--- src/rtl/vga_pattern_gen.sv ---
// Pixel-coordinate tracker and per-frame test pattern generator for the VGA RGB path.
// Define VGA_PATTERN_SCROLL_EN to scroll the checkerboard and horizontal ramp by a per-frame offset.
module vga_pattern_gen #(
    parameter int P_XY_W      = 11,
    parameter int P_DISPLAY_X = 1024,
    parameter int P_DISPLAY_Y = 768,
    parameter int P_BAR_W     = P_DISPLAY_X / 8,
    parameter int P_CHK_LOG2  = 5
`ifdef VGA_PATTERN_SCROLL_EN
    ,
    parameter int P_SCROLL_STEP = 1
`endif
) (
    input  logic              VGA_CLK,
    input  logic              RST_N,
    input  logic              VGA_IF_RGBEN,
    input  logic [2:0]        MODE,
    output logic [23:0]       VGA_BUF_RGB,
    output logic [P_XY_W-1:0] CURRENT_X,
    output logic [P_XY_W-1:0] CURRENT_Y,
    output logic [2:0]        MODE_ACTIVE,
    output logic              FRAME_END
);

    typedef enum logic [2:0] {
        PAT_WHITE   = 3'd0,
        PAT_BARS    = 3'd1,
        PAT_CHECKER = 3'd2,
        PAT_HRAMP   = 3'd3,
        PAT_VRAMP   = 3'd4,
        PAT_BORDER  = 3'd5
    } pattern_e;

    localparam int                BAR_CW   = (P_BAR_W > 1) ? $clog2(P_BAR_W) : 1;
    localparam logic [P_XY_W-1:0] X_LAST   = P_XY_W'(P_DISPLAY_X - 1);
    localparam logic [P_XY_W-1:0] Y_LAST   = P_XY_W'(P_DISPLAY_Y - 1);
    localparam logic [BAR_CW-1:0] BAR_LAST = BAR_CW'(P_BAR_W - 1);

    logic              en_d;
    logic [P_XY_W-1:0] x_q;
    logic [P_XY_W-1:0] y_q;
    logic [P_XY_W-1:0] xs;
    logic [BAR_CW-1:0] bar_pix;
    logic [2:0]        bar_idx;
    logic              x_last;
    logic              y_last;
    logic [2:0]        sel;
    logic              chk;
    logic [7:0]        grey_x;
    logic [7:0]        grey_y;
    logic [23:0]       pix;

    assign CURRENT_X = x_q;
    assign CURRENT_Y = y_q;

    assign x_last = (x_q == X_LAST);
    assign y_last = (y_q == Y_LAST);
    // The live MODE is honoured only on the first pixel of a frame.
    assign sel    = (x_q == '0 && y_q == '0) ? MODE : MODE_ACTIVE;
    assign chk    = 1'((xs ^ y_q) >> P_CHK_LOG2);
    assign grey_x = 8'(xs);
    assign grey_y = 8'(y_q);

`ifdef VGA_PATTERN_SCROLL_EN
    logic [P_XY_W-1:0] scroll_off;

    always_ff @(posedge VGA_CLK) begin
        if (!RST_N) begin
            scroll_off <= '0;
        end else if (en_d && x_last && y_last) begin
            scroll_off <= scroll_off + P_XY_W'(P_SCROLL_STEP);
        end
    end

    assign xs = x_q + scroll_off;
`else
    assign xs = x_q;
`endif

    always_comb begin
        // NOTE: pix gets a default before the case so no path can leave it unassigned (no latch).
        pix = 24'h000000;
        case (sel)
            PAT_WHITE:   pix = 24'hFFFFFF;
            PAT_BARS: begin
                case (bar_idx)
                    3'd0: pix = 24'hFFFFFF;
                    3'd1: pix = 24'hFFFF00;
                    3'd2: pix = 24'h00FFFF;
                    3'd3: pix = 24'h00FF00;
                    3'd4: pix = 24'hFF00FF;
                    3'd5: pix = 24'hFF0000;
                    3'd6: pix = 24'h0000FF;
                    3'd7: pix = 24'h000000;
                endcase
            end
            PAT_CHECKER: pix = chk ? 24'h000000 : 24'hFFFFFF;
            PAT_HRAMP:   pix = {grey_x, grey_x, grey_x};
            PAT_VRAMP:   pix = {grey_y, grey_y, grey_y};
            PAT_BORDER:  pix = (x_q == '0 || x_last || y_q == '0 || y_last) ? 24'hFFFFFF : 24'h000000;
            default:     pix = 24'h000000;
        endcase
    end

    always_ff @(posedge VGA_CLK) begin
        // NOTE: sequential state uses non-blocking assignments so every register sees pre-edge values.
        if (!RST_N) begin
            en_d        <= 1'b0;
            x_q         <= '0;
            y_q         <= '0;
            bar_pix     <= '0;
            bar_idx     <= '0;
            MODE_ACTIVE <= '0;
            VGA_BUF_RGB <= '0;
            FRAME_END   <= 1'b0;
        end else begin
            en_d        <= VGA_IF_RGBEN;
            VGA_BUF_RGB <= '0;
            FRAME_END   <= 1'b0;
            if (en_d) begin
                MODE_ACTIVE <= sel;
                VGA_BUF_RGB <= pix;
                FRAME_END   <= x_last && y_last;
                if (x_last) begin
                    x_q     <= '0;
                    y_q     <= y_last ? '0 : y_q + 1'b1;
                    bar_pix <= '0;
                    bar_idx <= '0;
                end else begin
                    x_q <= x_q + 1'b1;
                    // Bar index advances every P_BAR_W pixels, avoiding a divider on X.
                    if (bar_pix == BAR_LAST) begin
                        bar_pix <= '0;
                        if (bar_idx != 3'd7) begin
                            bar_idx <= bar_idx + 3'd1;
                        end
                    end else begin
                        bar_pix <= bar_pix + 1'b1;
                    end
                end
            end
        end
    end

endmodule

--- config.mk ---
export PLATFORM = sky130hd
export DESIGN_NAME = vga_pattern_gen
export DESIGN_NICKNAME = d
export VERILOG_FILES = /design/src/rtl/vga_pattern_gen.sv
export SDC_FILE = /design/constraint.sdc
export NUM_CORES = 1
export LEC_CHECK = 0
export ABC_AREA = 1
export CAP_MARGIN = 20
export CORE_UTILIZATION = 56
export DETAILED_ROUTE_END_ITERATION = 10
export HOLD_SLACK_MARGIN = 0.03
export PLACE_DENSITY = 0.95
export SLEW_MARGIN = 20
export SYNTH_ARGS = -nofsm -noshare
export SYNTH_HDL_FRONTEND = slang
export SYNTH_SLANG_ARGS = --single-unit
--- constraint.sdc ---
create_clock -name VGA_CLK -period 2.91 [get_ports VGA_CLK]
set_input_delay 0.4365 -clock VGA_CLK [delete_from_list [all_inputs] [get_ports VGA_CLK]]
set_output_delay 0.4365 -clock VGA_CLK [all_outputs]
set_load 0.02 [all_outputs]
==> impl_metrics.json <==
{
  "status": "finished clean",
  "worst_path_most_repeated_cell": "nand2_2",
  "cpPeakStageDelay_ns": 0.47,
  "fmax_ghz": 0.441,
  "required_ns": 3.10,
  "fin_tns_setup_ns": 0,
  "critPathLaunchType": "register",
  "cts_inserted_buffers": 9,
  "drv_cap": 0,
  "grt_pass1_vias": 2636,
  "finClkSkew_ns": 0.0110,
  "fin_crit_ns": 2.27,
  "report.final.slew_viol_count": 0,
  "post_cts_buffers": 0,
  "die_w_um": 75.6,
  "wl_per_cell_um": 14.1,
  "power_frac_clock_pct": 37.6,
  "relSlewSlack_pct": 51.2,
  "cts.sinks": 64,
  "synth_top_area_share_pct": 42.3,
  "yosysTopAreaCell": "dfxtp_1",
  "hold_violations": 0,
  "synth.distinct_cells": 39,
  "critPathArrivalTime_ns": 2.46,
  "finalCritPeriodShare_pct": 77.9,
  "synthTopCellsByArea": "dfxtp_1 42%, nand2_1 8.2%, a21oi_1 7.1%",
  "critical_path.top_delay_family": "simple AND/OR/NAND/NOR gates",
  "finalCoreUtilization_pct": 72.9,
  "vias_per_cell": 5.59,
  "wl_mm": 7.27,
  "worst_slew_pin_slew_ns": 0.731,
  "pin_count": 56,
  "clock_tree.root_cell": "clkbuf_8",
  "overflow": 0,
  "grt_usage_pct": 27.9,
  "clk_pin_slew_ns": 0.07,
  "crit_chain": "inv_1, ha_1, nand3_1, nor2_4, nand2_2, nand2_2, nand2_2, bufinv_8, nand4_4, nand2_1, nor2_1, a21oi_1",
  "place_hpwl_mm": 5.25,
  "slowest_stage": "dfxtp_1",
  "coreArea_mm2": 0.00517,
  "gp_congestion": 0.924,
  "io_buffers": 55,
  "synthCells": 386,
  "clock_latency_ns": 0.35,
  "diodes": 0,
  "syn_area_mm2": 0.00303,
  "cts_buffer_depth": 2,
  "grt_max_degree": 25,
  "yosysWarningCount": 0,
  "rows": 26,
  "area.growth.synth_to_final_pct": 24.3,
  "final_nets": 455,
  "leakagePower_nw": 1.56,
  "num-fill-cells": 393,
  "dr.pass1.iters": 5,
  "start_util_pct": 58.6,
  "grt_pass1_wl_mm": 11.7,
  "ir_drop_v": 0.000332,
  "ctsResizeCount": 0,
  "drc_errors": 0,
  "pwr-share-seq_pct": 49.6,
  "setup_viol": 0,
  "ys_ff_latch": 64,
  "syn_avg_cell_area_um2": 7.85,
  "drt-initial-drc-count": 275,
  "p_per_area_mw_per_mm2": 488,
  "dieArea_mm2": 0.00571,
  "cts_tree": "yes",
  "worstPathMaxFanout": 11,
  "vias": 2889,
  "dieHeight_um": 75.6,
  "syn-num-nets": 399,
  "critPathBufInv": 2,
  "drtAntennaViolNets": 0,
  "whs_ns": 0.457,
  "endpoint_kind": "register",
  "comb_power_share_pct": 12.8,
  "layout-drive-gt1-share_pct": 11.2,
  "htree_levels": 3,
  "path_class": "register to register",
  "hp-class": "register to register",
  "switching_share_pct": 27.1,
  "antenna_found_initial": 0,
  "ys_seq_area_share_pct": 42.3,
  "hold_buffers": 0,
  "internal-power_mw": 1.34,
  "grt_setup_unrepaired": "false",
  "p_switching_uw": 499
}
==> worst register-to-register path: stages (launching register included) <==
cell and delay (ns):
dfxtp_1 0.47, inv_1 0.10, ha_1 0.22, nand3_1 0.13
nor2_4 0.07, nand2_2 0.11, nand2_2 0.06, nand2_2 0.22
bufinv_8 0.26, nand4_4 0.11, nand2_1 0.08, nor2_1 0.18
a21oi_1 0.11
==> cells in the final DEF, fill, tap and decap left out, types with 3 or more instances in the layout <==
master,count
nand2_1,66
xnor2_1,3
nand3_1,28
clkbuf_8,11
nand2_2,6
dfxtp_1,64
nor3_1,11
a211oi_1,3
clkdlybuf4s50_1,55
o211ai_4,3
ha_1,7
o21ai_0,9
xor2_1,3
o211ai_1,4
a21oi_1,43
nor2_2,8
nand4_1,12
nor2_1,43
inv_2,3
inv_1,37
==> cell usage after synthesis <==
cell	number
a211oi_1	3
a21oi_1	43
a22o_1	1
a31oi_1	1
buf_12	1
buf_2	1
buf_6	3
buf_8	1
bufinv_8	1
clkbuf_1	5
clkinv_1	1
dfxtp_1	64
ha_1	7
inv_1	37
inv_2	3
inv_4	1
nand2_1	66
nand2_2	6
nand2_4	2
nand3_1	28
nand3_2	2
nand4_1	12
nand4_4	1
nor2_1	43
nor2_2	8
nor2_4	2
nor2_8	1
nor3_1	11
nor3_2	2
nor3_4	1
nor3b_1	2
nor4_1	2
o211ai_1	4
o211ai_4	3
o21ai_0	9
o21ai_1	1
or2_2	1
xnor2_1	3
xor2_1	3
==> flip-flops by register name (all words and copies together), names as in the netlist, named ones only <==
name	flops
VGA_BUF_RGB	24
CURRENT_X	11
CURRENT_Y	11
bar_pix	7
MODE_ACTIVE	3
bar_idx	3
FRAME_END	1
en_d	1
==> power by group through the flow <==
stage / Sequential [mW] / Clock (mW) / Combinational, mW
after global placement: 0.930 / 0 / 0.226
after global routing: 0.914 / 0.745 / 0.257
after CTS: 0.911 / 0.702 / 0.234
after detailed placement: 0.931 / 0 / 0.232
final: 0.912 / 0.691 / 0.236
after floorplan: 0.952 / 0 / 0.150
==> cells by family after synthesis <==
| logic type | after synthesis | share of synthesized area, % |
|---|---|---|
| buf+inv | 54 | 8.91 |
| xor+xnor | 6 | 1.73 |
| simple gates | 190 | 31.1 |
| fa+ha+maj | 7 | 2.89 |
| compound gates | 65 | 13.1 |
| flops | 64 | 42.3 |
==> worst paths after layout <==
check	from	end	slack [ns]	cells after the start
setup / recovery	CURRENT_Y[0]	VGA_BUF_RGB[12]	0.64	12
hold / removal	bar_pix[6]	bar_pix[6]	0.46	2
setup reg to reg	CURRENT_Y[0]	VGA_BUF_RGB[12]	0.64	12
hold reg to reg	bar_pix[6]	bar_pix[6]	0.46	2
==> through the flow <==
| step | cells | area [um2] | total power [mW] | worst slack (ns) |
|---|---|---|---|---|
| after detailed placement | 501 | 3580 | 1.16 | 0.726 |
| after CTS | 517 | 3770 | 1.85 | 0.687 |
| after global routing | 517 | 3770 | 1.92 | 0.508 |
| after global placement | 501 | 3580 | 1.16 | 0.838 |
| after floorplan | 386 | 3030 | 1.10 | 0.974 |
| final | 517 | 3770 | 1.84 | 0.644 |
==> layer usage <==
metal  global-route usage, %  up-vias  share of wire [%]
met5                       0        -                  0
met4                    12.3        0                2.3
met3                    8.33       21                8.0
met2                    46.9      134                 49
met1                    33.0     1340                 40
li1                        -     1394                  -
==> final cells by class <==
type                    instances  area [um2]  share of cell area, %
clock inverters                 4        28.8                  0.764
inverters                      43         178                   4.71
repair buffers                 56         558                   14.8
well taps                      70        87.6                   2.32
multi-input cells             268        1480                   39.3
flip-flops and latches         64        1280                   34.0
clock buffers                  12         155                   4.12
Note: power is estimated with default switching activity, not from simulation.
